## src/rtl/mips32_loader_pkg.sv

```systemverilog
// Shared definitions for the mips32 program loader: header field layout,
// region encodings and loader FSM states.
package mips32_loader_pkg;

  localparam int unsigned LAST_BIT   = 31;
  localparam int unsigned REGION_BIT = 30;
  localparam int unsigned LEN_LSB    = 16;
  localparam int unsigned LEN_W      = 10;

  localparam logic REG_CODE = 1'b0;
  localparam logic REG_DATA = 1'b1;

  typedef enum logic [2:0] {
    StIdle,
    StHdr,
    StData,
    StFlush,
    StRun
  } loader_state_e;

endpackage

```

## src/rtl/mips32_prog_loader.sv

```systemverilog
// Streaming boot loader: parses segment headers from a valid/ready word stream,
// writes payload into code/data memory and holds the core until the last segment lands.
module mips32_prog_loader
  import mips32_loader_pkg::*;
#(
  parameter int unsigned AW = 10,
  parameter int unsigned DW = 32
) (
  input  logic          clk,
  input  logic          rst_n,
  input  logic          s_valid,
  output logic          s_ready,
  input  logic [DW-1:0] s_data,
  input  logic          load_req,
  output logic          mem_we,
  output logic          mem_sel,
  output logic [AW-1:0] mem_addr,
  output logic [DW-1:0] mem_wdata,
  output logic          cpu_run,
  output logic          busy,
  output logic          err,
  output logic [DW-1:0] chk
);

  loader_state_e state_q, state_d;

  logic             region_q, region_d;
  logic             last_q, last_d;
  logic [AW-1:0]    base_q, base_d;
  logic [LEN_W-1:0] len_q, len_d;
  logic [LEN_W-1:0] cnt_q, cnt_d;
  logic             mem_we_d, mem_sel_d;
  logic [AW-1:0]    mem_addr_d;
  logic [DW-1:0]    mem_wdata_d;
  logic             err_d;
  logic [DW-1:0]    chk_d;

  logic             xfer;
  logic [LEN_W-1:0] hdr_len;

  assign s_ready = (state_q == StHdr) || (state_q == StData);
  assign busy    = s_ready || (state_q == StFlush);
  assign cpu_run = (state_q == StRun);
  assign xfer    = s_valid && s_ready;
  assign hdr_len = s_data[LEN_LSB +: LEN_W];

  always_comb begin
    state_d     = state_q;
    region_d    = region_q;
    last_d      = last_q;
    base_d      = base_q;
    len_d       = len_q;
    cnt_d       = cnt_q;
    mem_we_d    = 1'b0;
    mem_sel_d   = mem_sel;
    mem_addr_d  = mem_addr;
    mem_wdata_d = mem_wdata;
    err_d       = err;
    chk_d       = chk;

    unique case (state_q)
      StIdle: state_d = StHdr;
      StHdr: begin
        if (xfer) begin
          if (hdr_len == '0) begin
            // Empty segment is skipped; the stream continues with the next header.
            err_d = 1'b1;
          end else begin
            region_d = s_data[REGION_BIT];
            last_d   = s_data[LAST_BIT];
            base_d   = s_data[AW-1:0];
            len_d    = hdr_len;
            cnt_d    = '0;
            state_d  = StData;
          end
        end
      end
      StData: begin
        if (xfer) begin
          mem_we_d    = 1'b1;
          mem_sel_d   = region_q;
          mem_addr_d  = base_q + AW'(cnt_q);
          mem_wdata_d = s_data;
          chk_d       = chk ^ s_data;
          cnt_d       = cnt_q + LEN_W'(1);
          if (cnt_q == len_q - LEN_W'(1)) begin
            state_d = last_q ? StFlush : StHdr;
          end
        end
      end
      StFlush: state_d = StRun;
      StRun: begin
        if (load_req) begin
          state_d = StHdr;
          chk_d   = '0;
          err_d   = 1'b0;
        end
      end
      default: state_d = StIdle;
    endcase
  end

  always_ff @(posedge clk or negedge rst_n) begin
    if (!rst_n) begin
      state_q   <= StIdle;
      region_q  <= REG_CODE;
      last_q    <= 1'b0;
      base_q    <= '0;
      len_q     <= '0;
      cnt_q     <= '0;
      mem_we    <= 1'b0;
      mem_sel   <= REG_CODE;
      mem_addr  <= '0;
      mem_wdata <= '0;
      err       <= 1'b0;
      chk       <= '0;
    end else begin
      state_q   <= state_d;
      region_q  <= region_d;
      last_q    <= last_d;
      base_q    <= base_d;
      len_q     <= len_d;
      cnt_q     <= cnt_d;
      mem_we    <= mem_we_d;
      mem_sel   <= mem_sel_d;
      mem_addr  <= mem_addr_d;
      mem_wdata <= mem_wdata_d;
      err       <= err_d;
      chk       <= chk_d;
    end
  end

endmodule

```

## config.mk

```make
export PLATFORM = sky130hd
export DESIGN_NAME = mips32_prog_loader
export DESIGN_NICKNAME = d
export VERILOG_FILES = /design/src/rtl/mips32_loader_pkg.sv /design/src/rtl/mips32_prog_loader.sv
export SDC_FILE = /design/constraint.sdc
export NUM_CORES = 1
export LEC_CHECK = 0
export CORE_MARGIN = 4
export CORE_UTILIZATION = 37
export CTS_BUF_LIST = sky130_fd_sc_hd__clkbuf_8
export CTS_CLUSTER_DIAMETER = 80
export CTS_CLUSTER_SIZE = 30
export DETAILED_ROUTE_END_ITERATION = 8
export PLACE_DENSITY = 0.73
export SETUP_SLACK_MARGIN = 0.4
export SYNTH_ARGS = -nofsm -noshare
export SYNTH_HDL_FRONTEND = slang
export SYNTH_SLANG_ARGS = --single-unit
```

## constraint.sdc

```tcl
create_clock -name clk -period 2 [get_ports clk]
set_input_delay 0.2 -clock clk [delete_from_list [all_inputs] [get_ports clk]]
set_output_delay 0.2 -clock clk [all_outputs]
set_load 0.005 [all_outputs]
```

* Word-level counts from Yosys, hierarchy flattened *
Index checks and enable logic that the tools add are counted.

operators by class
  equal/unequal tests = 11
  add/sub/neg operators = 3
  multiplexer cells = 20
  reductions and logical operators = 14
  bitwise logic cells = 2

operator list
  operator                                                                  number
  32-bit 2-to-1 mux                                                         2
  32-bit case mux with 2 select lines                                       1
  32-bit XOR                                                                1
  10-bit 2-to-1 mux                                                         3
  10-bit case mux with 2 select lines                                       1
  3-bit 2-to-1 mux                                                          5
  3-bit case mux with 5 select lines                                        1
  10-bit by 1-bit adder with 10-bit output (second input constant)          1
  10-bit adder                                                              1
  10-bit == test                                                            1
  10-bit zero test                                                          1
  10-bit by 1-bit subtractor with 10-bit output (second input constant)     1
  2-bit inequality test (second input constant)                             4
  4-bit AND reduction                                                       2
  3-bit by 2-bit == test with 1-bit output (second input constant)          2
  3-bit AND reduction                                                       2
  2-bit nonzero test                                                        3
  1-bit 2-to-1 mux                                                          5
  5-bit AND reduction                                                       1
  2-bit by 1-bit inequality test with 1-bit output (second input constant)  2
  3-bit by 1-bit == test with 1-bit output (second input constant)          1
  3-bit == test (second input constant)                                     1
  3-bit zero test                                                           1
  1-bit logical OR                                                          2
  5 further kinds                                                           5

storage, ports and cells
  output and inout bits = 80
  bits of input ports = 36
  register bits = 112

* Logic depth before layout (Yosys ltp) *
  depth in word-level cells = 5
  depth in mapped cells = 9
  mapped depth without buffers = 9

* Worst setup path before layout *
Ideal clock, no wire load.

  path kind = register -> register
  start point = register cnt_q[0]
  end point = register mem_addr[8]
  period minus slack after synthesis = 2.010 ns
  cell stages (with the launch flop) = 10
  arrival = 1.890 ns
  path slack = -0.010 ns
  required time = 1.880 ns
  cells stage by stage = dfrtp_1 > ha_1 > inv_1 > fa_1 > nor2b_1 > o21ai_1 > a21boi_1 > o211a_1 > or3_1 > a31o_1

on the way
  word-level cells in the longest chain between the ends = 1

RTL lines
  item                    RTL line                   text
  start, declared         mips32_prog_loader.sv:31   logic [LEN_W-1:0] cnt_q, cnt_d;
  start signal, assigned  mips32_prog_loader.sv:123  cnt_q <= cnt_d;
  10-bit adder            mips32_prog_loader.sv:82   mem_addr_d = base_q + AW'(cnt_q);
  end signal, assigned    mips32_prog_loader.sv:126  mem_addr <= mem_addr_d;
  end, declared           mips32_prog_loader.sv:17   output logic [AW-1:0] mem_addr,

No other way between the ends.
A chain may end at the register's enable or synchronous reset.

* Final worst setup path *
  start point = input s_data[21]
  end point = register state_q[1]

on the way
  word-level cells in the longest chain between the ends = 3

RTL lines
  item                             RTL line                   text
  start, declared                  mips32_prog_loader.sv:13   input logic [DW-1:0] s_data,
  10-bit zero test                 mips32_prog_loader.sv:65   if (hdr_len == '0) begin
  2-bit inequality test (no line)  -
  5-bit AND reduction (no line)    -
  end signal, assigned             mips32_prog_loader.sv:105  state_q <= StIdle;
  end signal, assigned             mips32_prog_loader.sv:118  state_q <= state_d;
  end, declared                    mips32_prog_loader.sv:25   loader_state_e state_q, state_d;

No other way between the ends.

==> metrics <==
Worst Path Required 2270 ps; num ports approximately 120; register clock-pin slew on the reported worst setup and hold paths about 110 ps; HP Class input port to flip-flop; number of fillers in the final layout between 900 and 1,000; VDD IR max 0.000719 V; largest net degree at the start of global routing about 110; Final Skew ~12 ps; synthesis warning total 0; fin. max-slew vios 0; Clk Latency, worst-skew pair 400 ps; row count 43; Post-Synthesis Cells just over 500; final hold vios 0; drt drc 0; DR vias/cell about 5.2; pre-CTS WS -33.6 ps; TritonCTS clock tree done; crit path setup slack, layout -104 ps; TritonCTS buffer count 9; GRT met1 Usage a little under a quarter; full die area roughly 0.016 mm2; gpl congestion roughly 0.86; dpl hpwl approximately 9.7 mm; pin slew with the least headroom to its limit between 600 and 700 ps; CTS H-Tree Depth 3; Die X roughly 130 um; worst-path fanout max 5; top cell type's share of synthesized area 53.6%; post-route ant nets 0; Vias about 4,700; Slew headroom about 60%; Netlist Area Pre-Place around 0.0052 mm2; pwr/cell area between 1000 and 1500 mW/mm2; Top Usage Layer GRT met2; synthesized net count between 500 and 600; fraction of layout cells with a size suffix above 1 around 43%; GRT met3 Usage 5.98%; Achievable Freq about 0.48 GHz; CP Data Arrival Time approximately 2400 ps; Initial Utilization between 30% and 40%; number of global-route vias before repair ~4,600; crit path time final about 2100 ps; DRT iter0 DRCs ~220; flops & latches, synth roughly 110; Pre-antenna DRT Iters 4; RSZ-0062 raised after global routing true; Synth cell types 53; Routed WL between 15 and 20 mm; status complete, but fails checks; Post-layout nets between 700 and 800; failing checks setup timing; Die Y-Extent approximately 130 um; met2 Usage GRT 31.1%; Setup-failing EPs final 3; register area share after synthesis a little over half; diodes inserted 0; maxcap violations 0; clk buf depth 2; Sink Count roughly 110; GRT Overall Usage between 10% and 20%; Root Buffer clkbuf_8; top cells by area, synth dfrtp_1, nand2_1, xor2_1; Syn Area/Cell about 10 um2; post-synth top area cell dfrtp_1; initial antenna violation count 0; critical path type input port to flip-flop; first-pass GRT wire length ~24 mm; I/O Buffers 115; Core Area between 0.01 and 0.015 mm2; CP Capture Type flip-flop; Leak around 4.2 nW; wire per inst slightly above 20 um; Setup crit start kind input port; area delta synth->final 71.6%; Tot Pwr ~13 mW; period utilization 105%; total gr overflow 0
==> through the flow <==
step | instance area, um2 | instances | hold WS, ps | setup TNS, ps | utilization [%]
final | 8970 | 905 | 215 | -212 | 64.7
after global routing | 8970 | 905 | 204 | -471 | 64.7
after CTS | 7770 | 871 | 356 | 0 | 56.0
after detailed placement | 6800 | 810 | 333 | -46.5 | 49.0
after global placement | 6800 | 810 | 322 | 0 | 49.0
after floorplan | 5260 | 508 | -95.6 | 0 | -
==> critical path: stages <==
cell and delay (ps):
clkdlybuf4s50_1 510, nor2_1 350, nand3_2 210, nor2b_4 200, buf_12 130, buf_16 130, buf_4 140, nor4_2 350
a21oi_1 150
==> kinds of logic (layout without fill, tap and decap cells) <==
kind of cell    count (synthesis)  count (layout)  share of synthesized area, %
flops                         112             112                          53.6
fa+ha+maj                      12              12                          3.02
simple gates                  223             223                          19.3
mux                            18              18                          4.74
buf+inv                        33             250                          3.25
xor+xnor                       55              55                          9.21
compound gates                 55              55                          6.89
==> cell type report <==
type | count | area, um2 | share of cell area (%)
Multi-Input combinational cell | 363 | 3200 | 35.6
Tap cell | 180 | 225 | 2.51
Clock inverter | 5 | 32.5 | 0.362
Sequential cell | 112 | 2810 | 31.3
Clock buffer | 11 | 151 | 1.69
Inverter | 12 | 52.6 | 0.586
Timing Repair Buffer | 222 | 2510 | 27.9
==> synth_stat cells, drive strengths merged <==
cell and instances:
a2111oi 2, a211oi 2, a21boi 1, a21o 3, a21oi 10, a221o 1
a22o 1, a31o 1, a31oi 3, and2 1, and2b 1, and3 4
buf 15, clkbuf 6, dfrtp 112, fa 1, ha 11, inv 12
mux2 18, nand2 124, nand2b 4, nand3 3, nand3b 1, nand4 8
nor2 55, nor2b 6, nor3 4, nor3b 2, nor4 6, o211a 1
o21a 3, o21ai 19, o21bai 1, o22ai 1, o2bb2ai 1, o311ai 1
o31ai 4, or2 1, or3 3, xnor2 9, xor2 46
==> power by group <==
| group | internal (mW) | total [mW] | switching, mW |
|---|---|---|---|
| clock | 0.521 | 1.33 | 0.810 |
| sequential | 3.22 | 4.13 | 0.901 |
| combinational | 4.28 | 7.39 | 3.12 |
==> routing by layer <==
layer / wire [um] / share of wire, %
met5: 0 / 0
met4: 819 / 4.4
met3: 1280 / 6.9
met2: 9220 / 50
met1: 7200 / 39
==> path summary, 6_finish.rpt <==
check	slack, ps	end	from	depth (start not counted)
setup / recovery	-100	state_q[1]	s_data[21]	9
hold / removal	210	mem_wdata[16]	s_data[16]	3
hold reg to reg	490	mem_addr[7]	mem_addr[7]	2
min in group asynchronous	390	mem_addr[4]	rst_n	3
max in group asynchronous	1070	state_q[2]	rst_n	3
setup reg to reg	-70	mem_addr[8]	base_q[0]	9
==> what timing repair did <==
| item | 4_1_cts | 5_1_grt |
|---|---|---|
| gates resized for setup | 91 | 236 |
| setup buffers | 39 | 29 |
| hold buffers | 1 | 0 |
| pin swaps | 42 | 110 |
| setup endpoints to repair | 69 | 110 |
| gates cloned | 5 | 5 |
| endpoints found under the hold margin | 112 | 0 |
==> sequential cells by signal, indices dropped and copies added (netlist names) <==
| register | flops |
|---|---|
| cnt_q | 10 |
| len_q | 10 |
| last_q | 1 |
| chk | 32 |
| base_q | 10 |
| mem_addr | 10 |
| region_q | 1 |
| err | 1 |
| mem_sel | 1 |
| mem_wdata | 32 |
| mem_we | 1 |
| state_q | 3 |
==> cells in the final DEF, fill, tap and decap left out, types with 3 or more instances in the layout <==
cell,instances
a21o_1,3
a21oi_1,7
a21oi_2,3
and3_1,4
buf_12,16
buf_16,6
buf_4,41
buf_6,37
buf_8,4
clkbuf_16,4
clkbuf_8,11
clkdlybuf4s50_1,109
dfrtp_1,106
dfrtp_2,6
ha_1,7
ha_4,3
inv_1,10
inv_2,3
mux2_4,18
nand2_1,26
nand2_2,39
nand2_4,58
nand2b_1,3
nand4_1,8
nor2_1,47
nor2_4,6
nor2b_1,3
nor4_1,3
o21ai_0,3
o21ai_1,6
o21ai_2,10
xnor2_1,6
xor2_1,37
xor2_2,9
Note: power is estimated with default switching activity, not from simulation.
